`src/rtl/la_capture_writer.sv`:
```
// Run-length-encoding capture writer for the logic-analyzer RAM: circular pre-trigger queue, linear post-trigger fill, bookkeeping word at the last address.
// Optional LA_TRIGGER_EDGE_EN: trigger only on entering the match condition (default is level trigger).
module la_capture_writer #(
   parameter int DATA_W             = 24,
   parameter int CNT_W              = 8,
   parameter int ADDR_W             = 6,
   parameter int MAX_CNT            = 253,
   parameter int BT_QUEUE_TAIL_ADDR = 23,
   parameter int MEM_LAST_ADDR      = 63,
   parameter logic [DATA_W-1:0] TRIG_MASK  = 24'h00FFFF,
   parameter logic [DATA_W-1:0] TRIG_VALUE = 24'h000503
) (
   input  logic                    clk_of_verifla,
   input  logic                    rst,
   input  logic                    arm,
   input  logic [DATA_W-1:0]       data_in,
   output logic                    mem_we,
   output logic [ADDR_W-1:0]       mem_addr,
   output logic [DATA_W+CNT_W-1:0] mem_din,
   output logic                    la_trigger_matched,
   output logic                    busy,
   output logic                    capture_done
);

   localparam logic [ADDR_W-1:0] L_TAIL       = ADDR_W'(BT_QUEUE_TAIL_ADDR);
   localparam logic [ADDR_W-1:0] L_POST_FIRST = ADDR_W'(BT_QUEUE_TAIL_ADDR + 1);
   localparam logic [ADDR_W-1:0] L_POST_LAST  = ADDR_W'(MEM_LAST_ADDR - 1);
   localparam logic [ADDR_W-1:0] L_LAST       = ADDR_W'(MEM_LAST_ADDR);
   localparam logic [CNT_W-1:0]  L_MAX        = CNT_W'(MAX_CNT);
   localparam logic [CNT_W-1:0]  L_ONE        = CNT_W'(1);

   typedef enum logic [2:0] {
      S_IDLE,
      S_CLEAR,
      S_PRE,
      S_POST,
      S_BOOK,
      S_DONE
   } state_t;

   state_t              r_state;
   logic [DATA_W-1:0]   r_runVal;
   logic [CNT_W-1:0]    r_cnt;
   logic [ADDR_W-1:0]   r_tail;
   logic                r_first;

   logic                w_match;
   logic                w_trig;
   logic                w_extend;
   logic [CNT_W-1:0]    w_cntInc;
   logic [ADDR_W-1:0]   w_preNext;

   assign w_match = (data_in & TRIG_MASK) == (TRIG_VALUE & TRIG_MASK);

`ifdef LA_TRIGGER_EDGE_EN
   logic r_prevMatch;

   // Tracks the match state of the previous sample in every state, so a stream already matching before PRE cannot trigger.
   always_ff @(posedge clk_of_verifla or posedge rst) begin
      if (rst) r_prevMatch <= 1'b0;
      else     r_prevMatch <= w_match;
   end

   assign w_trig = w_match && !r_prevMatch;
`else
   assign w_trig = w_match;
`endif

   // r_first forces the first sample after CLEAR onto a fresh line at address 0.
   assign w_extend  = !r_first && (data_in == r_runVal) && (r_cnt < L_MAX);
   assign w_cntInc  = r_cnt + L_ONE;
   assign w_preNext = (r_first || mem_addr == L_TAIL) ? '0 : mem_addr + 1'b1;

   always_ff @(posedge clk_of_verifla or posedge rst) begin
      if (rst) begin
         r_state            <= S_IDLE;
         r_runVal           <= '0;
         r_cnt              <= '0;
         r_tail             <= '0;
         r_first            <= 1'b0;
         mem_we             <= 1'b0;
         mem_addr           <= '0;
         mem_din            <= '0;
         la_trigger_matched <= 1'b0;
         busy               <= 1'b0;
         capture_done       <= 1'b0;
      end else begin
         case (r_state)
            S_IDLE, S_DONE: begin
               if (arm) begin
                  r_state            <= S_CLEAR;
                  mem_we             <= 1'b1;
                  mem_addr           <= '0;
                  mem_din            <= '0;
                  busy               <= 1'b1;
                  capture_done       <= 1'b0;
                  la_trigger_matched <= 1'b0;
               end
            end
            S_CLEAR: begin
               if (mem_addr == L_LAST) begin
                  r_state <= S_PRE;
                  mem_we  <= 1'b0;
                  r_first <= 1'b1;
                  r_cnt   <= '0;
               end else begin
                  mem_addr <= mem_addr + 1'b1;
               end
            end
            S_PRE: begin
               r_first <= 1'b0;
               mem_we  <= 1'b1;
               if (w_trig) begin
                  r_tail             <= r_first ? L_TAIL : mem_addr;
                  mem_addr           <= L_POST_FIRST;
                  r_cnt              <= L_ONE;
                  r_runVal           <= data_in;
                  mem_din            <= {data_in, L_ONE};
                  la_trigger_matched <= 1'b1;
                  r_state            <= S_POST;
               end else if (w_extend) begin
                  r_cnt   <= w_cntInc;
                  mem_din <= {data_in, w_cntInc};
               end else begin
                  mem_addr <= w_preNext;
                  r_cnt    <= L_ONE;
                  r_runVal <= data_in;
                  mem_din  <= {data_in, L_ONE};
               end
            end
            S_POST: begin
               if (w_extend) begin
                  r_cnt   <= w_cntInc;
                  mem_din <= {data_in, w_cntInc};
               end else if (mem_addr == L_POST_LAST) begin
                  // Region full: this sample is dropped and the bookkeeping word goes out instead.
                  r_state  <= S_BOOK;
                  mem_addr <= L_LAST;
                  mem_din  <= (DATA_W + CNT_W)'(r_tail);
               end else begin
                  mem_addr <= mem_addr + 1'b1;
                  r_cnt    <= L_ONE;
                  r_runVal <= data_in;
                  mem_din  <= {data_in, L_ONE};
               end
            end
            S_BOOK: begin
               r_state      <= S_DONE;
               mem_we       <= 1'b0;
               busy         <= 1'b0;
               capture_done <= 1'b1;
            end
            default: begin
               r_state <= S_IDLE;
               mem_we  <= 1'b0;
               busy    <= 1'b0;
            end
         endcase
      end
   end

endmodule

```
`config.mk`:
```
export PLATFORM = sky130hd
export DESIGN_NAME = la_capture_writer
export DESIGN_NICKNAME = d
export VERILOG_FILES = /design/src/rtl/la_capture_writer.sv
export SDC_FILE = /design/constraint.sdc
export NUM_CORES = 1
export LEC_CHECK = 0
export CELL_PAD_IN_SITES_DETAIL_PLACEMENT = 0
export CELL_PAD_IN_SITES_GLOBAL_PLACEMENT = 1
export CORE_UTILIZATION = 45
export CTS_CLUSTER_SIZE = 40
export DETAILED_ROUTE_END_ITERATION = 8
export PLACE_DENSITY_LB_ADDON = 0.1
export SYNTH_ARGS = -nofsm -noshare
export SYNTH_HDL_FRONTEND = slang
export SYNTH_SLANG_ARGS = --single-unit
```
`constraint.sdc`:
```
create_clock -name clk_of_verifla -period 4.6 [get_ports clk_of_verifla]
set_input_delay 0.92 -clock clk_of_verifla [delete_from_list [all_inputs] [get_ports clk_of_verifla]]
set_output_delay 0.92 -clock clk_of_verifla [all_outputs]
set_load 0.02 [all_outputs]
```
==> results of run 1 <==
cell usage in the layout, fill, tap and decap left out, types with 3 or more instances in the layout:
| cell type | instances |
|---|---|
| dfrtp_1 | 84 |
| clkdlybuf4s50_1 | 68 |
| a22o_1 | 27 |
| xnor2_1 | 26 |
| nor2_1 | 23 |
| mux2_4 | 20 |
| nand2_1 | 18 |
| a21oi_1 | 16 |
| o21ai_0 | 12 |
| clkbuf_8 | 11 |
| inv_1 | 10 |
| nand3_1 | 9 |
| nand4_1 | 8 |
| a21o_1 | 8 |
| mux2_2 | 6 |
| a221o_1 | 5 |
| buf_4 | 5 |
| nor4_1 | 4 |
| o31ai_1 | 4 |
| ha_1 | 4 |
| and2_1 | 3 |
| and3_1 | 3 |
| nor2b_1 | 3 |
| a31oi_1 | 3 |
registers in the layout, indices dropped and copies added, names as in the netlist, 3 cells and up:
signal and flops:
r_runVal 24, r_tail 6, mem_addr 6, mem_din 32, r_state 3, r_cnt 8
worst max path at each step:
stage | from | endpoint | slack, ns | depth (start not counted)
5_1_grt | data_in[12] | r_runVal[22] | 1.06 | 7
3_3_place_gp | data_in[12] | r_runVal[22] | 0.83 | 7
6_report | data_in[12] | r_runVal[22] | 1.22 | 7
4_1_cts | data_in[12] | r_runVal[22] | 1.21 | 7
2_1_floorplan | rst | busy | 1.51 | 1
3_5_place_dp | data_in[12] | r_runVal[22] | 0.86 | 7
kinds of logic (layout without fill, tap and decap cells):
logic type,after synthesis,after routing
adder cells (fa/ha/maj),5,5
flip-flops,84,84
AO/OA/AOI/OAI,95,95
buffers and inverters,26,100
XOR/XNOR,28,28
AND/OR/NAND/NOR,84,84
multiplexers,26,26
through the flow:
| step | std cells | setup slack [ns] | util [%] | instance area [um2] | power (W) |
|---|---|---|---|---|---|
| 5_1_grt | 530 | 1.06 | 57.8 | 5070 | 0.00185 |
| 6_report | 530 | 1.22 | 57.8 | 5070 | 0.00177 |
| 2_1_floorplan | 348 | 1.51 | - | 4080 | 0.00103 |
| 4_1_cts | 530 | 1.21 | 57.8 | 5070 | 0.00178 |
| 3_5_place_dp | 514 | 0.861 | 55.1 | 4830 | 0.00117 |
| 3_3_place_gp | 514 | 0.833 | 55.1 | 4830 | 0.00116 |
metal layers:
| layer | share of wire (%) | GRT usage, % | vias up |
|---|---|---|---|
| li1 | - | - | 1417 |
| met1 | 49 | 31.6 | 1519 |
| met2 | 47 | 32.8 | 71 |
| met3 | 3.3 | 3.88 | 9 |
| met4 | 1.3 | 6.45 | 0 |
| met5 | 0 | 0 | - |
Yosys cell counts, drive strengths merged (2+ instances only):
library cell,count
dfrtp,84
a22o,27
mux2,26
xnor2,26
nor2,24
nand2,18
a21oi,16
o21ai,12
inv,11
nand3,9
a21o,8
clkbuf,8
nand4,8
buf,7
a221o,5
and3,4
ha,4
nor4,4
o31ai,4
a31oi,3
a41oi,3
and2,3
nor2b,3
a311oi,2
a31o,2
and4bb,2
nand2b,2
nor3,2
nor3b,2
o21a,2
o2bb2ai,2
xor2,2
cell type report:
class	count	area, um2
clock buffer	11	151
clock inverter	5	82.6
fill	749	3700
inverter	11	42.5
multi-input combinational	238	1830
sequential	84	2100
tap	108	135
timing repair buffer	73	718
where the power goes:
group          internal, W  switching (W)
logic             0.000146       0.000191
clock network     0.000338       0.000276
registers         0.000771      0.0000452
==> summary.txt, run 1 <==
Clock tree
  • Post-cts sizing count: 0
  • Clock buffer depth: 2
  • Postcts setup bufs: 0
  • Hold Buf Count CTS: 0
  • Clk sinks: between 80 and 90
  • Worst-path clk slew: about 0.090 ns
  • CTS tree: built
  • Num CTS Buffers: 9
  • # H-tree levels: 3
  • CTS root buffer: clkbuf_8
  • Clk_lat worst skew: approximately 0.36 ns

Synth
  • Prevailing post-synth register cell: dfrtp_1
  • Largest area contributor in the netlist: dfrtp_1
  • Main area contributors after synthesis: dfrtp_1 (52%), mux2_4 (7.4%), a22o_1 (5.8%)
  • Synth Area in Simple Gates: about 11%
  • Syn Area/Cell: roughly 12 um2
  • Mux share of post-synthesis cell area: 9.01%
  • Top cell type's share of synthesized area: between 50% and 60%
  • FFs w/ async S/R, synth: between 90% and 100%
  • Post-synthesis sequential area ratio: 51.5%
  • Netlist Area Pre-Place: 4080 um2
  • EDFF count, synth: 0
  • Adder-Cell Fraction of Synth Area: around 1.5%
  • Xor/xnor share of the synthesized area: under 10%
  • Syn Inst Count: ~350
  • Synthesized flop and latch total: between 80 and 90
  • Synth Warn #: 0
  • Compound-cell area share of the yosys netlist: 17.4%
  • Main combinational cell family by area after synthesis: compound AO/OA/AOI/OAI gates
  • Syn Nets: approximately 380
  • Post-synth cell types: between 50 and 60

Pwr
  • Pwr Density: approximately 350 nW/um2
  • Worst vdd ir: about 0.18 mV
  • Leakage power: around 2.2 nW

STA
  • Max_slew headroom: a little under a third
  • Setup Total Neg Slack: 0 ns
  • Worst slew pin tran: around 1.0 ns
  • Period utilization: 73.6%
  • Crit path time final: roughly 3.4 ns
  • Skew final: about 0.012 ns
  • Setup violators final: 0
  • RSZ-0062 raised after global routing: no
  • Pins Over Slew Limit: 0
  • Fin Hold WS: slightly below 0.5 ns
  • Endpoints failing hold: 0
  • F_max: a little under 0.3 GHz

Global routing
  • Gr ovfl total: 0
  • First-pass GRT wire length: approximately 16 mm
  • Vias in the first global route: 3077
  • Total track usage: a little over a fifth
  • Initial antenna violation count: 0
  • Largest net degree at the start of global routing: 62

Critical path
  • Startpoint Class: input port
  • WP buf/inv: 1
  • Worst endpoint required time: between 4 and 5 ns
  • Worst r2r src: r_runVal[11]
  • R2R cell count: 7
  • Top Family by Delay on Critical Path: simple AND/OR/NAND/NOR gates
  • Crit Path Max Fanout: 24
  • Critical Path, Cell by Cell: clkdlybuf4s50_1 -> nor4_1 -> a41oi_2 -> a21o_1 -> and3_4 -> nor2_8 -> mux2_2
  • R2R Setup Slk: 2.01 ns
  • WS Path Type: input port to flop
  • RR Endpoint: mem_din[27]
  • Slowest-stage cell, CP: nor4_1
  • CP arrival: around 3.6 ns
  • CP endpoint kind: flop
  • Max incr delay on CP: 0.56 ns

Run
  • Max-cap viol count: 0

Floorplanning
  • DIE WIDTH: 97.2 um
  • Initial core utilization: a little under half
  • DIE AREA: roughly 9500 um2
  • Core area: a little under 9000 um2
  • # rows: 34
  • Ports: slightly below 70
  • Chip height: approximately 97 um

Drt
  • Via count: about 3000
  • Vias per cell: about 5.7
  • 1st-pass router iterations: 4
  • Avg WL per Cell: roughly 18 um
  • WL final: between 9 and 10 mm
  • Post-route ant nets: 0
  • DRC Markers: 0
  • Starting DRT DRC Count: 208

Hold path
  • Hold depth: 1
  • Hold_sp: mem_din[7]
  • Hold crit path type: flop to flop
  • Hold Path Sink: mem_din[7]

Cells and area
  • Syn-to-layout area delta: 24.1%
  • Ant. Diodes: 0
  • Share of layout cells above drive strength 1: a little over an eighth
  • Nets: 448

Status
  • Status: finished, final reports clean

Placed design
  • Routability cong.: approximately 0.79
  • PortBufs: between 60 and 70
  • Detail Placement HPWL: 6.63 mm
Power figures use the tool's default switching activity.
==> inputs of run 2 (changes only) <==
CORE_UTILIZATION = 38   (was 45)
clock period = 2.95 ns   (was 4.6 ns; I/O delays follow)
==> summary.txt, run 2 (synthesis gave the netlist of run 1 again) <==
Status
  • Status: finished, final reports clean (unchanged)

STA
  • Skew final: 0.0124 ns (was 0.0123 ns)
  • Endpoints failing hold: 0 (unchanged)
  • Period utilization: 86.1%
  • Pins Over Slew Limit: 0 (unchanged)
  • Setup violators final: 0 (unchanged)
  • Crit path time final: approximately 2.5 ns
  • RSZ-0062 raised after global routing: no (unchanged)
  • F_max: roughly 0.39 GHz
  • Setup Total Neg Slack: 0 ns (unchanged)
  • Worst slew pin tran: 0.652 ns (was 1.04 ns)
  • Max_slew headroom: 56.4% (was 30.8%)

Floorplanning
  • # rows: 37 (was 34)
  • DIE WIDTH: 106 um (was 97.2 um)
  • Chip height: 106 um (was 97.2 um)
  • Initial core utilization: 39.4% (was 46.6%)
  • DIE AREA: 11200 um2 (was 9450 um2)
  • Core area: 10400 um2 (was 8760 um2)
  • Ports: 69 (unchanged)

Pwr
  • Switching power: 0.000782 W (was 0.000512 W)
  • Leakage power: 2.32 nW (was 2.21 nW)
  • Sequential share of power: 48.5% (was 46.2%)
  • Pwr Density: 496 nW/um2 (was 349 nW/um2)
  • Cell internal pwr: 0.00184 W (was 0.00125 W)
  • Worst vdd ir: 0.204 mV (was 0.182 mV)
  • Sw frac: 29.8% (was 29.0%)
  • Clk pwr share: 30.8% (was 34.7%)
  • Logic pwr share: 20.6% (was 19.1%)

Critical path
  • Startpoint Class: input port (unchanged)
  • R2R cell count: 7 (unchanged)
  • Worst endpoint required time: 3.18 ns (was 4.84 ns)
  • CP endpoint kind: flop (unchanged)
  • WP buf/inv: 3 (was 1)
  • Crit Path Max Fanout: 8 (was 24)
  • Critical Path, Cell by Cell: clkdlybuf4s50_1 -> nor4_1 -> buf_4 -> a41oi_2 -> a21o_1 -> and3_4 -> nor2_8 -> buf_12 -> mux2_2 (was clkdlybuf4s50_1 -> nor4_1 -> a41oi_2 -> a21o_1 -> and3_4 -> nor2_8 -> mux2_2)
  • Worst r2r src: r_state[1] (was r_runVal[11])
  • WS Path Type: input port to flop (unchanged)
  • R2R Setup Slk: 0.69 ns (was 2.01 ns)
  • CP arrival: 2.77 ns (was 3.63 ns)
  • Top Family by Delay on Critical Path: buffers and inverters (was simple AND/OR/NAND/NOR gates)
  • RR Endpoint: r_runVal[11] (was mem_din[27])
  • Max incr delay on CP: 0.49 ns (was 0.56 ns)
  • Slowest-stage cell, CP: clkdlybuf4s50_1 (was nor4_1)

Hold path
  • Hold Path Sink: mem_din[7] (unchanged)
  • Hold depth: 1 (unchanged)
  • Hold crit path type: flop to flop (unchanged)
  • Hold_sp: mem_din[7] (unchanged)

Drt
  • Avg WL per Cell: 16.7 um (was 18.1 um)
  • DRC Markers: 0 (unchanged)
  • Post-route ant nets: 0 (unchanged)
  • Via count: 3062 (was 3016)
  • Vias per cell: 5.27 (was 5.69)
  • WL final: 9.69 mm (was 9.62 mm)
  • Starting DRT DRC Count: 141 (was 208)
  • 1st-pass router iterations: 4 (unchanged)

Placed design
  • Routability cong.: 0.792 (was 0.787)
  • Detail Placement HPWL: 6.96 mm (was 6.63 mm)
  • Inst Count DP: 565 (was 514)
  • PortBufs: 68 (unchanged)

Cells and area
  • Regs by FF count: mem_din (32), r_runVal (24), r_cnt (8) (unchanged)
  • Largest register FFs: 32 (unchanged)
  • Share of layout cells above drive strength 1: 17.8% (was 13.5%)
  • Ant. Diodes: 0 (unchanged)
  • Final std cells w/o fill: 581 (was 530)
  • Largest Register: mem_din (unchanged)
  • Nets: 471 (was 448)
  • Commonest non-fill, non-tap cell in the layout: dfrtp_1 (unchanged)
  • Commonest cells after routing, fill and taps aside: dfrtp_1 (84), clkdlybuf4s50_1 (68), a22o_1 (27) (unchanged)
  • Syn-to-layout area delta: 29.4% (was 24.1%)

Global routing
  • Initial antenna violation count: 0 (unchanged)
  • Vias in the first global route: 3112 (was 3077)
  • Total track usage: 18.9% (was 21.6%)
  • Gr ovfl total: 0 (unchanged)
  • Largest net degree at the start of global routing: 46 (was 62)
  • First-pass GRT wire length: 16.5 mm (was 16.1 mm)

Clock tree
  • Clock buffer depth: 2 (unchanged)
  • Postcts setup bufs: 0 (unchanged)
  • Worst-path clk slew: 0.08 ns (was 0.09 ns)
  • CTS root buffer: clkbuf_8 (unchanged)
  • Post-cts sizing count: 0 (unchanged)
  • Num CTS Buffers: 9 (unchanged)
  • # H-tree levels: 3 (unchanged)
  • Clk_lat worst skew: 0.35 ns (was 0.36 ns)
  • Hold Buf Count CTS: 0 (unchanged)
  • Clk sinks: 84 (unchanged)
  • CTS tree: built (unchanged)

Run
  • Max-cap viol count: 0 (unchanged)
run 2: how the worst max path moves through the flow:
stage | start | to | cells past startpoint
4_1_cts | data_in[11] | r_runVal[21] | 9
5_1_grt | data_in[5] | r_runVal[21] | 9
6_report | data_in[11] | r_runVal[21] | 9
3_5_place_dp | data_in[4] | r_runVal[21] | 9
2_1_floorplan | rst | busy | 1
3_3_place_gp | data_in[11] | r_runVal[21] | 9
run 2: metal layers:
metal	share of wire [%]	track usage, %	up-vias
li1	-	-	1460
met1	51	28.1	1528
met2	45	27.9	70
met3	3.7	3.59	4
met4	0.53	5.36	0
met5	0	0	-
run 2: power groups by stage:
stage / Combinational, W / Clock [W] / Sequential, W
2_1_floorplan: 0.000297 / 0 / 0.00131
3_3_place_gp: 0.000541 / 0 / 0.00129
3_5_place_dp: 0.000543 / 0 / 0.00129
4_1_cts: 0.000545 / 0.000842 / 0.00127
5_1_grt: 0.000599 / 0.000887 / 0.00128
6_report: 0.000541 / 0.000808 / 0.00127
run 2: cell type report:
class	instances	area [um2]
clock buffer	10	128
clock inverter	6	65.1
fill	951	5090
inverter	11	42.5
multi-input combinational	238	1830
sequential	84	2100
tap	136	170
timing repair buffer	96	941
run 2: per-stage QoR:
step	hold slack [ns]	power (W)	utilization, %	cell area, um2	worst slack, ns
floorplan	0.450	0.00161	-	4080	0.195
global route	0.514	0.00277	50.9	5280	0.243
CTS	0.492	0.00266	50.9	5280	0.409
finish	0.487	0.00262	50.9	5280	0.411
global placement	0.463	0.00183	49.1	5090	0.0559
detailed placement	0.468	0.00184	49.1	5090	0.0510
